### src/rtl/i2c_master_controller.sv
// Single-master I2C controller: START, address byte, data/ACK slots and STOP, with SCL derived from clk.
// Every bit slot is four CLK_DIV-cycle phases A/B (SCL low) and C/D (SCL high); SDA is sampled at the end of C.
module i2c_master_controller #(
  parameter int unsigned CLK_DIV = 25
) (
  input  logic       clk,
  input  logic       rst_n,
  input  logic       cmd_start,
  input  logic [6:0] cmd_addr,
  input  logic       cmd_rw,
  input  logic [7:0] cmd_len,
  input  logic [7:0] txdata,
  output logic       tx_ready,
  output logic [7:0] rxdata,
  output logic       rx_valid,
  output logic       busy,
  output logic       done,
  output logic       nack_error,
  output logic       scl,
  input  logic       sda_in,
  output logic       sda_out,
  output logic       sda_out_en
);

  localparam int unsigned CW = $clog2(CLK_DIV + 1);

  typedef enum logic [3:0] {
    IDLE, START, ADDR, ADDR_ACK, WRITE, WR_ACK, READ, RD_ACK, STOP
  } state_t;

  state_t        state_q;
  logic [CW-1:0] cnt_q;
  logic [2:0]    ph_q;
  logic [2:0]    bit_q;
  logic [7:0]    txb_q, len_q, rxsh_q, rxdata_q;
  logic          rw_q, samp_q;
  logic          scl_q, sda_en_q, tx_ready_q, rx_valid_q, busy_q, done_q, nack_q;
  logic          cnt_end;
  logic [2:0]    last_ph;

  assign cnt_end = (cnt_q == CW'(CLK_DIV - 1));

  // START holds two phases; STOP adds two bus-free phases after its four bit phases
  always_comb begin
    last_ph = 3'd3;
    if (state_q == START)     last_ph = 3'd1;
    else if (state_q == STOP) last_ph = 3'd5;
  end

  always_ff @(posedge clk or negedge rst_n) begin
    if (!rst_n) begin
      state_q    <= IDLE;
      cnt_q      <= '0;
      ph_q       <= '0;
      bit_q      <= '0;
      txb_q      <= '0;
      len_q      <= '0;
      rxsh_q     <= '0;
      rxdata_q   <= '0;
      rw_q       <= 1'b0;
      samp_q     <= 1'b1;
      scl_q      <= 1'b1;
      sda_en_q   <= 1'b0;
      tx_ready_q <= 1'b0;
      rx_valid_q <= 1'b0;
      busy_q     <= 1'b0;
      done_q     <= 1'b0;
      nack_q     <= 1'b0;
    end else begin
      tx_ready_q <= 1'b0;
      rx_valid_q <= 1'b0;
      done_q     <= 1'b0;
      if (state_q == IDLE) begin
        if (cmd_start && !done_q) begin
          txb_q    <= {cmd_addr, cmd_rw};
          rw_q     <= cmd_rw;
          len_q    <= cmd_len;
          nack_q   <= 1'b0;
          busy_q   <= 1'b1;
          sda_en_q <= 1'b1;
          cnt_q    <= '0;
          ph_q     <= '0;
          state_q  <= START;
        end
      end else begin
        // write byte bit 7 goes out once txdata is captured, still inside SCL-low phase A/B
        if (state_q == WRITE && tx_ready_q) begin
          txb_q    <= txdata;
          sda_en_q <= ~txdata[7];
        end
        if (cnt_end && ph_q == 3'd2) begin
          samp_q <= sda_in;
          rxsh_q <= {rxsh_q[6:0], sda_in};
          if (state_q == READ && bit_q == 3'd0) begin
            rxdata_q   <= {rxsh_q[6:0], sda_in};
            rx_valid_q <= 1'b1;
          end
        end
        if (!cnt_end) begin
          cnt_q <= cnt_q + CW'(1);
        end else begin
          cnt_q <= '0;
          if (ph_q != last_ph) begin
            ph_q <= ph_q + 3'd1;
            if (ph_q == 3'd1 && state_q != START) scl_q <= 1'b1;
            if (state_q == STOP && ph_q == 3'd3) sda_en_q <= 1'b0;
          end else begin
            ph_q  <= '0;
            scl_q <= 1'b0;
            case (state_q)
              START: begin
                state_q  <= ADDR;
                bit_q    <= 3'd7;
                sda_en_q <= ~txb_q[7];
              end
              ADDR, WRITE: begin
                if (bit_q == 3'd0) begin
                  state_q  <= (state_q == ADDR) ? ADDR_ACK : WR_ACK;
                  sda_en_q <= 1'b0;
                end else begin
                  bit_q    <= bit_q - 3'd1;
                  sda_en_q <= ~txb_q[bit_q - 3'd1];
                end
              end
              ADDR_ACK: begin
                bit_q <= 3'd7;
                if (samp_q || len_q == 8'd0) begin
                  nack_q   <= samp_q;
                  state_q  <= STOP;
                  sda_en_q <= 1'b1;
                end else if (rw_q) begin
                  state_q  <= READ;
                  sda_en_q <= 1'b0;
                end else begin
                  state_q    <= WRITE;
                  tx_ready_q <= 1'b1;
                  sda_en_q   <= 1'b0;
                end
              end
              WR_ACK: begin
                bit_q <= 3'd7;
                if (samp_q) begin
                  nack_q   <= 1'b1;
                  state_q  <= STOP;
                  sda_en_q <= 1'b1;
                end else begin
                  len_q <= len_q - 8'd1;
                  if (len_q == 8'd1) begin
                    state_q  <= STOP;
                    sda_en_q <= 1'b1;
                  end else begin
                    state_q    <= WRITE;
                    tx_ready_q <= 1'b1;
                    sda_en_q   <= 1'b0;
                  end
                end
              end
              READ: begin
                sda_en_q <= 1'b0;
                if (bit_q == 3'd0) begin
                  state_q  <= RD_ACK;
                  sda_en_q <= (len_q != 8'd1);
                end else begin
                  bit_q <= bit_q - 3'd1;
                end
              end
              RD_ACK: begin
                bit_q <= 3'd7;
                len_q <= len_q - 8'd1;
                if (len_q == 8'd1) begin
                  state_q  <= STOP;
                  sda_en_q <= 1'b1;
                end else begin
                  state_q  <= READ;
                  sda_en_q <= 1'b0;
                end
              end
              STOP: begin
                scl_q   <= 1'b1;
                busy_q  <= 1'b0;
                done_q  <= 1'b1;
                state_q <= IDLE;
              end
              default: state_q <= IDLE;
            endcase
          end
        end
      end
    end
  end

  assign tx_ready   = tx_ready_q;
  assign rxdata     = rxdata_q;
  assign rx_valid   = rx_valid_q;
  assign busy       = busy_q;
  assign done       = done_q;
  assign nack_error = nack_q;
  assign scl        = scl_q;
  assign sda_out    = ~sda_en_q;
  assign sda_out_en = sda_en_q;

endmodule
### config.mk
export PLATFORM = sky130hd
export DESIGN_NAME = i2c_master_controller
export DESIGN_NICKNAME = d
export VERILOG_FILES = /design/src/rtl/i2c_master_controller.sv
export SDC_FILE = /design/constraint.sdc
export NUM_CORES = 1
export LEC_CHECK = 0
export BUFFER_PORTS_ARGS = -buffer_cell sky130_fd_sc_hd__buf_2
export CAP_MARGIN = 5
export CORE_AREA = 2 2 78 98
export DETAILED_ROUTE_END_ITERATION = 12
export DIE_AREA = 0 0 80 100
export PLACE_DENSITY = 0.66
export SETUP_SLACK_MARGIN = 0.02
export SLEW_MARGIN = 20
export SYNTH_ARGS = -nofsm -noshare
export SYNTH_HDL_FRONTEND = slang
export SYNTH_SLANG_ARGS = --single-unit
### constraint.sdc
create_clock -name clk -period 2.5 [get_ports clk]
set_input_delay 0.25 -clock clk [delete_from_list [all_inputs] [get_ports clk]]
set_output_delay 0.25 -clock clk [all_outputs]
set_load 0.1 [all_outputs]
* Word level (Yosys, flattened, before mapping)
Index checks and enable logic that the tools add are counted.
Cells by class: $add $sub $neg 4, order comparisons 1, equal/unequal tests 25, multiplexer cells 75, bitwise logic cells 6, reductions and logical operators 31
Operators with widths (count):
- 8-bit two-way mux | 8
- 4-bit two-way mux | 10
- 1-bit two-way mux | 38
- 3-bit two-way mux | 8
- 4-bit one-hot mux with 6 select lines | 1
- 4-bit by 3-bit == test with 1-bit output, second input constant | 4
- 8-bit one-hot mux with 2 select lines | 1
- 5-bit two-way mux | 3
- 5-bit AND reduction | 3
- 3-bit != test, second input constant | 4
- 4-bit by 2-bit == test with 1-bit output, second input constant | 2
- 8-bit by 1-bit == test with 1-bit output, second input constant | 1
- 8-bit logical NOT | 1
- 8-bit by 1-bit != test with 1-bit output, second input constant | 1
- 2-bit AND reduction | 4
- 2-bit nonzero test | 4
- 8-bit by 1-bit subtractor with 8-bit output, second input constant | 1
- 3-bit by 2-bit == test with 1-bit output, second input constant | 2
- 1-bit logical AND | 6
- 1-bit NOT | 6
- 1-bit one-hot mux with 6 select lines | 1
- 3-bit one-hot mux with 2 select lines | 1
- 3-bit AND reduction | 2
- 6-bit AND reduction | 1
- 25 further kinds | 29
Word-level totals: register bits 55, input bits 28, output and inout port bits 16, word-level logic and storage cells 159

* Depth between registers and ports, before layout
depth in word-level cells 9, depth in mapped cells 9, gate-level depth less buffers 8

* Least setup slack after synthesis
No wires, ideal clock.
path kind reg-to-reg, start point reg sda_en_q (netlist: sda_out_en), end point reg sda_en_q (netlist: sda_out_en), setup time 0.066 ns, arrival time 2.403 ns, required time 2.434 ns, slack 0.031 ns, stages on the path, launching flop included 5, buffers on the path 0, period minus slack after synthesis 2.469 ns, cells stage by stage dfrtp_1 > inv_1 > mux2_2 > a211oi_1 > a221o_1
On the way: cells in the longest elaborated chain, start to end 5, elaborated cells between the ends (all ways) 6, those cells by class mux: 6
RTL lines:
- from (decl) | RTL line 37 | logic scl_q, sda_en_q, tx_ready_q, rx_valid_q, busy_q, done_q, nack_q;
- from (signal assigned) | RTL line 89 | sda_en_q <= ~txdata[7];
- from (signal assigned) | RTL line 114 | sda_en_q <= ~txb_q[7];
- from (signal assigned) | RTL line 122 | sda_en_q <= ~txb_q[bit_q - 3'd1];
- 1-bit two-way mux (*) | RTL line 87 | if (state_q == WRITE && tx_ready_q) begin
- 1-bit one-hot mux with 6 select lines or 1-bit two-way mux (tied branches) | RTL line 110, 106
- 1-bit two-way mux | RTL line 103 | if (ph_q != last_ph) begin
- 1-bit two-way mux (*) | RTL line 99 | if (!cnt_end) begin
- 1-bit two-way mux (*) | RTL line 73 | if (state_q == IDLE) begin
Mark *: on every way between the ends. The rest lies on a longest branch, timed or not. A chain may end at the register's enable or synchronous reset.

* Worst setup path in the final report
start point reg state_q[1], end point reg sda_en_q (netlist: sda_out_en)
On the way: cells in the longest elaborated chain, start to end 7, elaborated cells between the ends (all ways) 22, those cells by class eq/ne: 10; mux: 8; reduce/logical: 4
RTL lines:
- from (decl) | RTL line 31 | state_t state_q;
- from (signal assigned) | RTL line 118 | state_q <= (state_q == ADDR) ? ADDR_ACK : WR_ACK;
- 4-bit by 3-bit == test with 1-bit output or 4-bit == test (tied branches)
- 1-bit logical AND or 3-bit two-way mux (tied branches) | RTL line 87, 47
- 1-bit two-way mux or 3-bit two-way mux (tied branches) | RTL line 87, 46
- 1-bit one-hot mux with 6 select lines (tied with other cells) | RTL line 110 | case (state_q)
- 1-bit two-way mux | RTL line 103
- 1-bit two-way mux | RTL line 99
- 1-bit two-way mux | RTL line 73
Parallel ways exist; a longest one is shown, timed or not.

==> impl_metrics.env <==
export IMPL_grt_pass1_vias=2524
export IMPL_synth_distinct_cells=56
export IMPL_drt_first_pass_iters=4
export IMPL_end_kind="flip-flop"
export IMPL_crit_arrival_ns=2.48
export IMPL_async_flop_share_pct=100
export IMPL_hp_start="sda_in"
export IMPL_track_usage_pct=19.1
export IMPL_placed_cell_area_sq_um=3470
export IMPL_ff_latch_area_sq_um=1380
export IMPL_synth_top_cell_by_area="dfrtp_1"
export IMPL_rsz0062_at_grt="no"
export IMPL_drc=0
export IMPL_layout_drive_gt1_share_pct=25.1
export IMPL_final_min_clock_period_ns=2.27
export IMPL_synth_top_flop_cell="dfrtp_1"
export IMPL_io_buffer_count=43
export IMPL_setup_viol=0
export IMPL_hpwl_um=5370
export IMPL_post_drt_wl_per_cell_um=15.7
export IMPL_status="completed"
export IMPL_fin_tns_setup_ns=0
export IMPL_htreeDepth=2
export IMPL_fillers=700
export IMPL_grt_pass1_wl_um=12000
export IMPL_vias_per_cell=5.67
export IMPL_numCtsBuffers=5
export IMPL_synthCells=320
export IMPL_die_width_um=80
export IMPL_layout_worst_path_cycle_share_pct=90.9
export IMPL_cts_root_buf="clkbuf_8"
export IMPL_drtIter0Drc=141
export IMPL_dr_total_vias=2618
export IMPL_clockBufferDepth=2
export IMPL_worst_pin_slew_ns=0.728
export IMPL_finalHoldViolCount=0
export IMPL_cts_tree="built"
export IMPL_hp_class="in -> reg"
export IMPL_clk_pin_slew_ns=0.11
export IMPL_skew_ns=0.00712
export IMPL_reg2reg_from="state_q[1]$_DFFE_PN0P_"
export IMPL_initial_core_util_pct=43.2
export IMPL_drv_slew=0
export IMPL_die_h_um=100
export IMPL_ys_seq_elements=55
export IMPL_gr_total_overflow=0
export IMPL_syn_to_final_growth_pct=15.5
export IMPL_peakVddDrop_uv=327
export IMPL_timing_worst_setup_path_type="reg -> reg"
export IMPL_antenna_cells=0
export IMPL_ant_nets=0
export IMPL_post_cts_setup_buffers=0
export IMPL_drt_wl_total_um=7250
export IMPL_dieArea_sq_um=8000
export IMPL_drv_cap=0
export IMPL_startpoint="state_q[1]$_DFFE_PN0P_"
export IMPL_fmax_mhz=440
export IMPL_path_max_fanout=11
export IMPL_antenna_found_initial=0
export IMPL_cts_sinks=55
export IMPL_slew_headroom_pct=51.0
export IMPL_io_pins=44
export IMPL_syn_area_per_cell_sq_um=9.69
export IMPL_netlist_area_sq_um=3100
export IMPL_synth_fp_nets=359
export IMPL_power_per_cell_area_nw_per_um2=416
export IMPL_design_area_sq_um=3580
export IMPL_leakage_nw=1.64
export IMPL_clock_latency_ns=0.32
export IMPL_cp_start_kind="flip-flop"
export IMPL_yosys_warnings=0
export IMPL_synth_enable_flop_cells=0
export IMPL_row_count=35
export IMPL_synth_top_area_share_pct=42.8
export IMPL_place_gp_congestion=0.887
export IMPL_nNetsFinal=408
export IMPL_multi_input_area_sq_um=1610
export IMPL_core_sq_um=7180
export IMPL_synth_area_leaders="dfrtp_1 43%, mux2_2 7.3%, o21ai_0 4.7%"
export IMPL_grt_max_degree=38
export IMPL_ys_seq_area_share_pct=44.5
export IMPL_cp_required_ns=2.70
sequential cells by signal, indices dropped and copies added, names as in the netlist, 3 cells and up:
| register | flops |
|---|---|
| rxdata | 8 |
| state_q | 4 |
| len_q | 8 |
| cnt_q | 5 |
| rxsh_q | 7 |
| bit_q | 3 |
| ph_q | 3 |
| txb_q | 8 |
critical path: stages, from the launching register on:
cell and delay [ns]:
dfrtp_1 0.50, buf_4 0.21, or4_1 0.69, nor2_1 0.35
a211oi_1 0.10, a221o_1 0.31
repair_timing:
item / CTS / global route
setup endpoints to repair: 0 / 2
hold endpoints to repair: 18 / 0
hold buffers: 1 / 0
gates resized for setup: 0 / 1
where the power goes:
part | total, mW | switching, mW | internal [mW]
Sequential | 0.895 | 0.00210 | 0.893
Clock | 0.515 | 0.314 | 0.202
Combinational | 0.0802 | 0.0528 | 0.0275
Total | 1.49 | 0.368 | 1.12
Yosys cell counts (3+ instances only):
| master | instances |
|---|---|
| dfrtp_1 | 53 |
| o211ai_1 | 3 |
| nor2b_1 | 3 |
| mux2_2 | 20 |
| inv_1 | 17 |
| a21oi_1 | 13 |
| nand2b_1 | 5 |
| nand4_1 | 3 |
| ha_1 | 11 |
| or3_1 | 3 |
| o221ai_1 | 6 |
| o2111ai_1 | 3 |
| nand3_1 | 8 |
| a211oi_1 | 5 |
| nor4_1 | 3 |
| a31oi_1 | 3 |
| nand2_1 | 35 |
| buf_2 | 5 |
| nor3_1 | 7 |
| nor2_1 | 24 |
| mux2i_1 | 11 |
| o21ai_0 | 29 |
| clkbuf_1 | 7 |
| a22oi_1 | 3 |
kinds of logic (layout without fill, tap and decap cells):
kind of cell | Yosys count | count (layout) | synth area share (%)
compound gates | 80 | 80 | 16.8
xor+xnor | 3 | 3 | 0.848
fa+ha+maj | 11 | 11 | 4.44
buf+inv | 33 | 83 | 4.32
flops | 55 | 55 | 44.5
mux | 33 | 33 | 12.3
simple gates | 105 | 105 | 16.9
area by class of cell:
| class | count | share of cell area [%] |
|---|---|---|
| Sequential cell | 55 | 38.5 |
| Timing Repair Buffer | 57 | 9.01 |
| Clock inverter | 3 | 0.629 |
| Tap cell | 92 | 3.21 |
| Inverter | 18 | 1.89 |
| Multi-Input combinational cell | 232 | 44.8 |
| Clock buffer | 5 | 1.92 |
through the flow:
stage | power [mW] | setup slack (ns) | utilization (%) | hold slack, ns | instances
6_report | 1.49 | 0.227 | 49.9 | 0.170 | 462
5_1_grt | 1.55 | 0.100 | 49.9 | 0.166 | 462
4_1_cts | 1.50 | 0.229 | 49.7 | 0.167 | 462
3_5_place_dp | 0.994 | 0.273 | 48.3 | 0.228 | 453
3_3_place_gp | 0.992 | 0.300 | 48.3 | 0.225 | 453
2_1_floorplan | 0.945 | 0.0312 | - | -0.0456 | 320
worst paths after layout:
| check | endpoint | slack [ns] | cells past startpoint |
|---|---|---|---|
| worst max-delay path | sda_out_en$_DFFE_PN0N_ | 0.23 | 5 |
| worst min-delay path | samp_q$_DFFE_PN1P_ | 0.17 | 3 |
| worst max register to register | sda_out_en$_DFFE_PN0N_ | 0.23 | 5 |
| worst min register to register | txb_q[2]$_DFFE_PN0P_ | 0.49 | 2 |
| max in group asynchronous | samp_q$_DFFE_PN1P_ | 1.23 | 3 |
| min in group asynchronous | len_q[4]$_DFFE_PN0P_ | 0.41 | 2 |
routing by layer:
| metal | up-vias | GRT usage (%) | part of all wire, % |
|---|---|---|---|
| met1 | 1276 | 23.3 | 43 |
| li1 | 1265 | - | - |
| met3 | 8 | 3.60 | 4.2 |
| met2 | 69 | 34.1 | 52 |
| met4 | 0 | 5.61 | 1.3 |
| met5 | - | 0 | 0 |
cells in the final DEF, fill, tap and decap left out, types with 3 or more instances in the layout:
cell | synthesis | layout
o211ai_1 | 3 | 3
buf_4 | 1 | 13
a21oi_1 | 13 | 13
buf_2 | 5 | 43
mux2i_1 | 11 | 11
or3_1 | 3 | 3
nand2b_1 | 5 | 5
nor2b_1 | 3 | 3
o221ai_1 | 6 | 6
nor4_1 | 3 | 3
nor2_1 | 24 | 24
o21ai_0 | 29 | 29
nand2_1 | 35 | 35
inv_1 | 17 | 17
clkbuf_8 | 0 | 5
nand4_1 | 3 | 3
ha_1 | 11 | 11
nor3_1 | 7 | 7
nand3_1 | 8 | 8
o2111ai_1 | 3 | 3
a211oi_1 | 5 | 5
a22oi_1 | 3 | 3
a31oi_1 | 3 | 3
dfrtp_1 | 53 | 53
mux2_2 | 20 | 20
No activity file was read; power rests on OpenSTA's default activity.
